<file path="config.mk">
export PLATFORM = sky130hd
export DESIGN_NAME = mainfsm
export DESIGN_NICKNAME = d
export VERILOG_FILES = /design/src/rtl/mainfsm.sv
export SDC_FILE = /design/constraint.sdc
export NUM_CORES = 1
export LEC_CHECK = 0
export BUFFER_PORTS_ARGS = -buffer_cell sky130_fd_sc_hd__buf_2
export CORE_AREA = 5 5 42 44
export DETAILED_ROUTE_END_ITERATION = 8
export DIE_AREA = 0 0 47 49
export GPL_TIMING_DRIVEN = 0
export PLACE_DENSITY = 0.67
export SLEW_MARGIN = 40
export SYNTH_ARGS = -nofsm -noshare
export SYNTH_HDL_FRONTEND = slang
export SYNTH_SLANG_ARGS = --single-unit
</file>
<file path="constraint.sdc">
create_clock -name clk -period 1.3 [get_ports clk]
set_clock_uncertainty 0.1 [all_clocks]
set_input_delay 0.13 -clock clk [delete_from_list [all_inputs] [get_ports clk]]
set_output_delay 0.13 -clock clk [all_outputs]
set_load 0.01 [all_outputs]
</file>
<file path="src/rtl/mainfsm.sv">
// Multicycle main control FSM: sequences fetch/decode/execute/memory/writeback and drives datapath controls.
// Latency: Moore outputs from the state register (ImmSrc combinational from Op); load 5, store/DP 4, branch/undefined 3 cycles.
// Backpressure: none; advances one state per clock, reset aborts the current instruction back to FETCH.
module mainfsm (
    input  logic       clk,
    input  logic       reset,
    input  logic [1:0] Op,
    input  logic [5:0] Funct,
    output logic       IRWrite,
    output logic       AdrSrc,
    output logic [1:0] ALUSrcA,
    output logic [1:0] ALUSrcB,
    output logic [1:0] ResultSrc,
    output logic       NextPC,
    output logic       RegW,
    output logic       MemW,
    output logic       Branch,
    output logic       ALUOp,
    output logic [1:0] ImmSrc,
    output logic       Retire,
    output logic [3:0] State
);

    localparam logic [3:0] FETCH    = 4'd0;
    localparam logic [3:0] DECODE   = 4'd1;
    localparam logic [3:0] MEMADR   = 4'd2;
    localparam logic [3:0] MEMRD    = 4'd3;
    localparam logic [3:0] MEMWB    = 4'd4;
    localparam logic [3:0] MEMWR    = 4'd5;
    localparam logic [3:0] EXECUTER = 4'd6;
    localparam logic [3:0] EXECUTEI = 4'd7;
    localparam logic [3:0] ALUWB    = 4'd8;
    localparam logic [3:0] BRANCH   = 4'd9;
    localparam logic [3:0] UNKNOWN  = 4'd10;

    logic [3:0] state_q;
    logic [3:0] state_d;

    // Only I (bit 5) and L (bit 0) steer the sequence; the rest belong to the ALU decoder.
    logic unused_funct;
    assign unused_funct = ^Funct[4:1];

    // State register; reset lands in FETCH on the first clock edge it is seen.
    always_ff @(posedge clk) begin
        if (reset) begin
            state_q <= FETCH;
        end else begin
            state_q <= state_d;
        end
    end

    // Next-state decode; Op/Funct only matter in DECODE and MEMADR.
    always_comb begin
        state_d = FETCH;
        case (state_q)
            FETCH:    state_d = DECODE;
            DECODE: begin
                case (Op)
                    2'b00:   state_d = Funct[5] ? EXECUTEI : EXECUTER;
                    2'b01:   state_d = MEMADR;
                    2'b10:   state_d = BRANCH;
                    default: state_d = UNKNOWN;
                endcase
            end
            MEMADR:   state_d = Funct[0] ? MEMRD : MEMWR;
            MEMRD:    state_d = MEMWB;
            MEMWB:    state_d = FETCH;
            MEMWR:    state_d = FETCH;
            EXECUTER: state_d = ALUWB;
            EXECUTEI: state_d = ALUWB;
            ALUWB:    state_d = FETCH;
            BRANCH:   state_d = FETCH;
            UNKNOWN:  state_d = FETCH;
            default:  state_d = FETCH;
        endcase
    end

    // Moore output decode; reset shows FETCH selects but suppresses every enable.
    always_comb begin
        IRWrite   = 1'b0;
        AdrSrc    = 1'b0;
        ALUSrcA   = 2'b00;
        ALUSrcB   = 2'b00;
        ResultSrc = 2'b00;
        NextPC    = 1'b0;
        RegW      = 1'b0;
        MemW      = 1'b0;
        Branch    = 1'b0;
        ALUOp     = 1'b0;
        Retire    = 1'b0;
        if (reset) begin
            ALUSrcA   = 2'b01;
            ALUSrcB   = 2'b10;
            ResultSrc = 2'b10;
        end else begin
            case (state_q)
                FETCH: begin
                    IRWrite   = 1'b1;
                    NextPC    = 1'b1;
                    ALUSrcA   = 2'b01;
                    ALUSrcB   = 2'b10;
                    ResultSrc = 2'b10;
                end
                DECODE: begin
                    ALUSrcA   = 2'b01;
                    ALUSrcB   = 2'b10;
                    ResultSrc = 2'b10;
                end
                MEMADR: begin
                    ALUSrcB   = 2'b01;
                end
                MEMRD: begin
                    AdrSrc    = 1'b1;
                end
                MEMWB: begin
                    ResultSrc = 2'b01;
                    RegW      = 1'b1;
                    Retire    = 1'b1;
                end
                MEMWR: begin
                    AdrSrc    = 1'b1;
                    MemW      = 1'b1;
                    Retire    = 1'b1;
                end
                EXECUTER: begin
                    ALUOp     = 1'b1;
                end
                EXECUTEI: begin
                    ALUSrcB   = 2'b01;
                    ALUOp     = 1'b1;
                end
                ALUWB: begin
                    RegW      = 1'b1;
                    Retire    = 1'b1;
                end
                BRANCH: begin
                    ALUSrcA   = 2'b10;
                    ALUSrcB   = 2'b01;
                    ResultSrc = 2'b10;
                    Branch    = 1'b1;
                    Retire    = 1'b1;
                end
                default: begin
                    // UNKNOWN and unused codes drive nothing.
                end
            endcase
        end
    end

    // Immediate format follows the instruction class directly.
    always_comb begin
        case (Op)
            2'b01:   ImmSrc = 2'b01;
            2'b10:   ImmSrc = 2'b10;
            default: ImmSrc = 2'b00;
        endcase
    end

    assign State = state_q;

endmodule
</file>
### After elaboration in Yosys (flattened, before gate mapping)

Index checks and enable logic that the tools add are counted.

| storage, ports and cells | value |
|---|---|
| output and inout port bits | 20 |
| input port bits | 10 |
| flip-flop bits (word level) | 4 |

| operators by class | value |
|---|---|
| eq/ne operators | 11 |
| reduce and logical (&&, ||, !) cells | 9 |
| multiplexer cells | 25 |

Operator list:

| cell | number |
|---|---|
| case mux 4 bit (5 select lines) | 1 |
| equality test 4 x 3 -> 1 bit, second input constant | 4 |
| case mux 2 bit (2 select lines) | 4 |
| 2-to-1 mux 1 bit | 15 |
| case mux 4 bit (3 select lines) | 1 |
| equality test 4 x 2 -> 1 bit, second input constant | 2 |
| equality test 4 bit, second input constant | 2 |
| OR reduction 2 bit | 4 |
| 2-to-1 mux 2 bit | 3 |
| OR reduction 3 bit | 2 |
| equality test 4 x 1 -> 1 bit, second input constant | 1 |
| logical NOT 4 bit | 1 |
| OR reduction 4 bit | 1 |
| 2-to-1 mux 3 bit | 1 |
| equality test 2 x 1 -> 1 bit, second input constant | 1 |
| equality test 2 bit, second input constant | 1 |
| logical NOT 2 bit | 1 |

### Logic depth before layout (Yosys ltp)

Gate-level depths: netlist (run 1).

| depth | value |
|---|---|
| depth after elaboration | 4 |
| depth in mapped cells | 4 |
| depth with buffers taken out | 3 |

### Least setup slack after synthesis (run 1)

No wires, ideal clock.

| timing | value |
|---|---|
| path kind | flip-flop to output port |
| from | register state_q[2], in the netlist State[2] |
| to | output NextPC |
| cell stages (with the launch flop) | 5 |
| slack | -0.280 ns |
| data arrival time | 1.350 ns |
| required time | 1.070 ns |
| cell sequence | dfxtp_1 -> buf_6 -> or2_1 -> nor4_1 -> buf_4 |

| on the way | value |
|---|---|
| word-level cells in the longest chain between the ends | 3 |

RTL lines:

| item | RTL line | RTL |
|---|---|---|
| start: declaration | 36 | `logic [3:0] state_q;` |
| start signal: assignment | 48 | `state_q <= state_d;` |
| logical NOT 4 bit | - |  |
| 2-to-1 mux 1 bit (2 in a row) | - |  |
| end: declaration | 14 | `output logic NextPC,` |

Every way passes these cells.

### Worst setup path in the final report (run 1)

| timing | value |
|---|---|
| from | register state_q[1], in the netlist State[1] |
| to | output AdrSrc |

| on the way | value |
|---|---|
| word-level cells in the longest chain between the ends | 4 |
| elaborated cells on any way between the ends | 5 |

RTL lines:

| item | RTL line | RTL |
|---|---|---|
| equality test 4 x 3 -> 1 bit or equality test 4 x 2 -> 1 bit (tied branches) | 96 | `case (state_q)` |
| OR reduction 2 bit (no source line) * | - |  |
| 2-to-1 mux 1 bit * | 96 |  |
| 2-to-1 mux 1 bit * | 91 | `if (reset) begin` |
| end: declaration | 10 | `output logic AdrSrc,` |

Mark *: on every way between the ends. The rest lies on a longest branch, timed or not.

==> results of run 1 <==
[cell usage after synthesis]
cell	number	share of area (%)
a211oi_1	1	1.8
a21o_1	1	1.8
a21oi_1	2	2.4
a21oi_2	3	6.3
and3_1	3	4.5
and3b_1	1	2.1
buf_4	3	5.4
buf_6	2	5.4
clkbuf_4	1	1.8
dfxtp_1	4	19
nand2_1	2	1.8
nand2b_1	2	3.0
nand3_1	2	2.4
nand3b_1	1	1.8
nor2_1	4	3.6
nor2_2	1	1.5
nor2b_1	3	4.5
nor2b_2	1	2.1
nor2b_4	2	6.6
nor4_1	1	1.5
nor4b_1	1	2.1
nor4b_2	1	3.6
o21a_2	1	2.1
o21ai_0	1	1.2
o21ai_1	1	1.2
o21bai_1	1	1.8
or2_1	1	1.5
or2b_1	1	1.8
or3_4	1	2.7
xnor2_1	1	2.1
[cell families after synthesis]
kind of cell           share of synthesized area, %
AO/OA/AOI/OAI                                  18.7
flip-flops                                     19.3
XOR/XNOR                                       2.11
AND/OR/NAND/NOR                                47.3
buffers and inverters                          12.7
[metal layers]
layer | GRT usage (%) | vias to the layer above
li1 | - | 239
met1 | 12.7 | 207
met2 | 17.9 | 18
met3 | 5.54 | 2
met4 | 4.15 | 0
met5 | 0 | -
[worst max path at each step]
stage / slack (ns) / to / cells past startpoint
2_1_floorplan: -0.04 / NextPC / 4
3_3_place_gp: -0.03 / RegW / 5
3_5_place_dp: -0.03 / ALUSrcB[0] / 5
4_1_cts: -0.25 / NextPC / 5
5_1_grt: -0.28 / AdrSrc / 4
6_report: -0.17 / AdrSrc / 4
[what timing repair did]
item                       CTS  global route
gates resized for setup     16             7
setup buffers                7             0
setup endpoints to repair   14            16
pin swaps                   11             5
[worst register-to-register path, delay by kind of cell (launching register included)]
family	cells	cell delay [ns]
compound gates	1	0.20
simple gates	2	0.17
flops	1	0.36
buf+inv	3	0.34
[per-stage QoR]
step / instance area (um^2) / cells / utilization, % / setup slack (ns)
floorplan: 437 / 50 / - / -0.0389
global placement: 577 / 90 / 41.2 / -0.0288
detailed placement: 577 / 90 / 41.2 / -0.0297
CTS: 718 / 100 / 51.2 / -0.246
global route: 728 / 98 / 52.0 / -0.283
finish: 728 / 98 / 52.0 / -0.175
[power groups by stage]
stage               Clock [mW]  Sequential [mW]  Combinational [mW]
floorplan                    0            0.157               0.167
global placement             0            0.154               0.235
detailed placement           0            0.155               0.236
CTS                      0.159            0.157               0.296
global route             0.176            0.165               0.317
finish                   0.152            0.161               0.291
[final cells by class]
type,instances,area share [%]
buffer,5,6.70
clock buffer,3,3.09
multi-input combinational,40,47.8
sequential,4,12.4
tap,16,2.75
timing repair buffer,30,27.3
==> run_results.csv, run 1 <==
group,metric,value,unit
power,seqPwrFrac,26.7,%
critical_path,critPathLaunch,"State[1]",
routing,drt_pass1_iterations,4,
sta,setup_ws,-0.175,ns
synth,synthDistinctLibCells,30,
sta,setup_violations,14,
synth,ys_seq_area_share,19.3,%
routing,ant_nets,0,
cells_and_area,area_delta_synth_final,75.3,%
cells_and_area,diodes,0,
power,pwr-share-comb,48.2,%
critical_path,start_kind,"flip-flop",
cts,h-tree-depth,1,
worst_hold_path,hp-start,"reset",
critical_path,worst-path-max-fanout,10,
cts,ctsHoldBuffers,0,
cts,clkSlewWorstSetupHoldPaths,0.04,ns
floorplan,core.rowCount,14,
routing,highest_layer,"met4",
critical_path,cp.required,1.07,ns
critical_path,critPathArrivalTime,1.24,ns
cts,cts.sinks,4,
global_routing,gr-usage-all-layers,11.3,%
critical_path,rr_startpoint,"State[2]",
cells_and_area,multi_input_area,348,um^2
floorplan,ios,30,
routing,met3WireLength,91,um
sta,max_freq,678,MHz
routing,drc_errors,0,
cts,cts_tree,"yes",
critical_path,path_buf_inv,2,
cts,cts_buffer_depth,2,
floorplan,die-width,47,um
cells_and_area,fin_nets,94,
power,swShare,33.9,%
cells_and_area,final_common_cell,"buf_2",
global_routing,grt_pass1_vias,442,
place,gp_congestion,0.746,
synth,synth.avg_cell_area,8.31,um^2
sta,tightest_slew,0.239,ns
routing,wl_met1,454,um
critical_path,cp_slowest_cell,"dfxtp_2",
cells_and_area,final_layout_size_suffix_gt1_share,74.4,%
sta,fin_tns_setup,-1.50,ns
power,ir_drop,0.470,mV
routing,wire_per_inst,11.5,um
critical_path,reg2reg_depth,6,
synth,synth_area,415,um^2
power,finalPower,0.605,mW
critical_path,path_delay_family,"flip-flops",
critical_path,worstSetupPathType,"reg -> out",
outcome,status,"complete, but fails checks",
cts,numCtsBuffers,3,
synth,syn_inst,50,
outcome,failed_checks,"setup timing",
global_routing,overflow,0,
cts,clk_latency,0.23,ns
sta,rsz0062_at_grt,"true",
global_routing,grt_start_max_net_pins,11,
cts,cts_root_buf,"clkbuf_4",
global_routing,antenna_found_initial,0,
synth,yosys_register_bits,4,
routing,via_per_inst,4.76,
critical_path,path_cells,"buf_6, xnor2_2, nor4b_2, buf_2",
worst_hold_path,hold_depth,2,
sta,hold_viol,0,
sta,slew_headroom,84.0,%
cells_and_area,layout_common_cells,"21 x buf_2, 8 x buf_6, 5 x buf_4",
global_routing,grt_pass1_wl,1890,um
critical_path,r2r_end,"State[3]",
floorplan,dieArea,2300,um^2
critical_path,critPathCaptureType,"primary output",
critical_path,r2r_slack,0.05,ns
sta,holdWs,0.0382,ns
power,clkPwrFrac,25.1,%
routing,routed_wl,1130,um
cells_and_area,largest_reg_flops,4,
cells_and_area,seqCellArea,90.1,um^2
cells_and_area,nFillCells,130,
place,hpwlAfterDp,788,um
power,power.density,830,nW/um^2
floorplan,initial_core_util,29.6,%
floorplan,core,1400,um^2
worst_hold_path,hp-class,"in -> reg",
floorplan,die_h,49,um
routing,drt-initial-drc-count,10,
power,leakage,0.330,nW
sta,report.final.slew_viol_count,0,
sta,period_share,113,%
synth,yosysWarnings,0,
power,netSwitchingPower,0.205,mW
sta,min_period,1.47,ns
routing,dr_wl_met2,571,um
worst_hold_path,holdPathEnd,"State[3]",
synth,synth_fp_nets,60,
routing,route.vias.total,466,
run,drv_cap,0,
place,port_buffers,24,
power,power.internal,0.400,mW
critical_path,crit_path_max_incr_delay,0.37,ns
Note: power is estimated with default switching activity, not from simulation.
==> run 2: changes to the inputs <==
--- a/config.mk
+++ b/config.mk
@@ -11,6 +11,7 @@
 export DIE_AREA = 0 0 47 49
 export GPL_TIMING_DRIVEN = 0
 export PLACE_DENSITY = 0.67
+export SETUP_SLACK_MARGIN = 0.3
 export SLEW_MARGIN = 40
 export SYNTH_ARGS = -nofsm -noshare
 export SYNTH_HDL_FRONTEND = slang
==> run 2 against run 1 <==
  * The flow still finishes with violations (setup timing)
  * Sequential share of layout area shrank 1.5 points
  * Largest cell class unchanged
  * Clock-buffer cell count grew 1
  * Global-route usage grew 1.2 points
  * Core utilization grew 8.8 points
  * Setup slack lost 0.088 ns
==> run_results.csv, run 2 (same netlist as run 1, synthesis figures left out) <==
group,metric,value,unit
outcome,status,"complete, but fails checks",
outcome,failed_checks,"setup timing",
floorplan,initial_core_util,29.6,%
cells_and_area,layout_common_cells,"18 x buf_2, 13 x buf_6, 10 x buf_4",
power,seqPwrFrac,21.8,%
cells_and_area,area_delta_synth_final,105,%
global_routing,grt_pass1_vias,489,
cells_and_area,seqCellArea,92.6,um^2
cts,cts.sinks,4,
routing,drt-initial-drc-count,2,
cts,cts_root_buf,"clkbuf_4",
global_routing,grt_pass1_wl,2170,um
cts,h-tree-depth,1,
floorplan,ios,30,
critical_path,worst-path-max-fanout,7,
critical_path,rr_startpoint,"State[1]",
power,clkPwrFrac,25.0,%
sta,slew_headroom,84.0,%
place,dp_cells,90,
cts,clk_latency,0.24,ns
critical_path,critPathCaptureType,"primary output",
global_routing,grt_start_max_net_pins,10,
critical_path,cp_slowest_cell,"dfxtp_2",
critical_path,path_cells,"buf_6, or2_4, nor4_4, buf_4, buf_6",
place,place_area,591,um^2
critical_path,critPathMostFrequentCell,"buf_6",
routing,drc_errors,0,
cts,clkSlewWorstSetupHoldPaths,0.05,ns
run,drv_cap,0,
global_routing,overflow,0,
critical_path,path_buf_inv,3,
cells_and_area,final_util,60.7,%
critical_path,worstSetupPathType,"reg -> out",
cells_and_area,diodes,0,
sta,period_share,120,%
power,ir_drop,0.513,mV
cells_and_area,multi_input_area,372,um^2
critical_path,r2r_end,"State[3]",
sta,setup_ws,-0.262,ns
sta,tightest_slew,0.239,ns
routing,route.vias.total,502,
sta,setup_violations,14,
place,gp_congestion,0.696,
sta,report.final.slew_viol_count,0,
floorplan,core,1400,um^2
critical_path,reg2reg_depth,6,
power,power.density,838,nW/um^2
worst_hold_path,hp-start,"reset",
cells_and_area,stdcell_count,107,
cts,numCtsBuffers,3,
place,port_buffers,24,
cts,cts_buffer_depth,2,
power,swShare,34.1,%
critical_path,path_delay_family,"simple AND/OR/NAND/NOR gates",
floorplan,die_h,49,um
routing,routed_wl,1370,um
sta,hold_viol,0,
global_routing,antenna_found_initial,0,
worst_hold_path,holdPathEnd,"State[3]",
power,leakage,0.388,nW
routing,via_per_inst,4.69,
cells_and_area,fin_nets,102,
critical_path,critPathArrivalTime,1.33,ns
cells_and_area,fin_area,851,um^2
routing,drt_pass1_iterations,4,
critical_path,cp.required,1.07,ns
power,finalPower,0.713,mW
critical_path,start_kind,"flip-flop",
power,netSwitchingPower,0.243,mW
routing,ant_nets,0,
cells_and_area,final_layout_size_suffix_gt1_share,78.0,%
floorplan,dieArea,2300,um^2
cts,ctsHoldBuffers,0,
sta,min_period,1.56,ns
cells_and_area,nFillCells,123,
worst_hold_path,hold_depth,2,
place,hpwlAfterDp,854,um
global_routing,gr-usage-all-layers,12.6,%
critical_path,crit_path_max_incr_delay,0.31,ns
sta,rsz0062_at_grt,"true",
cells_and_area,largest_reg_flops,4,
worst_hold_path,hp-class,"in -> reg",
cells_and_area,final_common_cell,"buf_2",
critical_path,r2r_slack,0.02,ns
power,pwr-share-comb,53.1,%
place,post-place-ws,-0.0158,ns
cts,cts_tree,"yes",
routing,wire_per_inst,12.8,um
floorplan,core.rowCount,14,
sta,max_freq,640,MHz
floorplan,die-width,47,um
power,power.internal,0.470,mW
[run 2: changes by cell type in the layout (fill, tap and decap cells not counted), moves of 2 or more]
cell	before	now
buf_6	8	13
o21ai_2	0	2
buf_2	21	18
buf_4	5	10
[run 2: timing repair]
action,CTS,global route
buffers inserted,10,3
setup endpoints to repair,19,21
gates resized for setup,22,7
cloned,0,0
pin swaps,11,5
[run 2: through the flow]
step	hold slack (ns)	setup TNS (ns)
after floorplan	0.187	-0.0222
after CTS	0.0310	-1.92
after global placement	0.284	-0.0270
final	0.0322	-2.33
after detailed placement	0.283	-0.0347
after global routing	0.0463	-3.34
[run 2: how the worst max path moves through the flow]
stage / start / end / slack, ns / depth (start not counted)
floorplan: State[2] / NextPC / -0.02 / 4
global placement: State[2] / ALUSrcB[0] / -0.01 / 5
detailed placement: State[2] / NextPC / -0.02 / 5
CTS: State[2] / NextPC / -0.23 / 5
global route: State[2] / NextPC / -0.35 / 5
finish: State[2] / NextPC / -0.26 / 5
[run 2: power by group through the flow]
stage                     Combinational [mW]  Sequential [mW]  Clock [mW]
after floorplan                        0.172            0.159           0
after global placement                 0.240            0.157           0
after detailed placement               0.245            0.157           0
after CTS                              0.339            0.155       0.173
after global routing                   0.408            0.158       0.186
final                                  0.379            0.156       0.179
[run 2: layout make-up]
type / instances / area share, %
Sequential cell: 4 / 10.9
Timing Repair Buffer: 37 / 32.6
Clock buffer: 4 / 3.09
Tap cell: 16 / 2.35
Buffer: 6 / 7.35
Multi-Input combinational cell: 40 / 43.7
[run 2: metal layers]
layer | part of all wire (%) | up-vias | wire length [um] | global-route usage (%)
li1 | - | 255 | - | -
met5 | 0 | - | 0 | 0
met3 | 8.3 | 0 | 113 | 5.17
met1 | 36 | 230 | 497 | 14.2
met2 | 55 | 17 | 756 | 21.9
met4 | 0 | 0 | 0 | 1.38
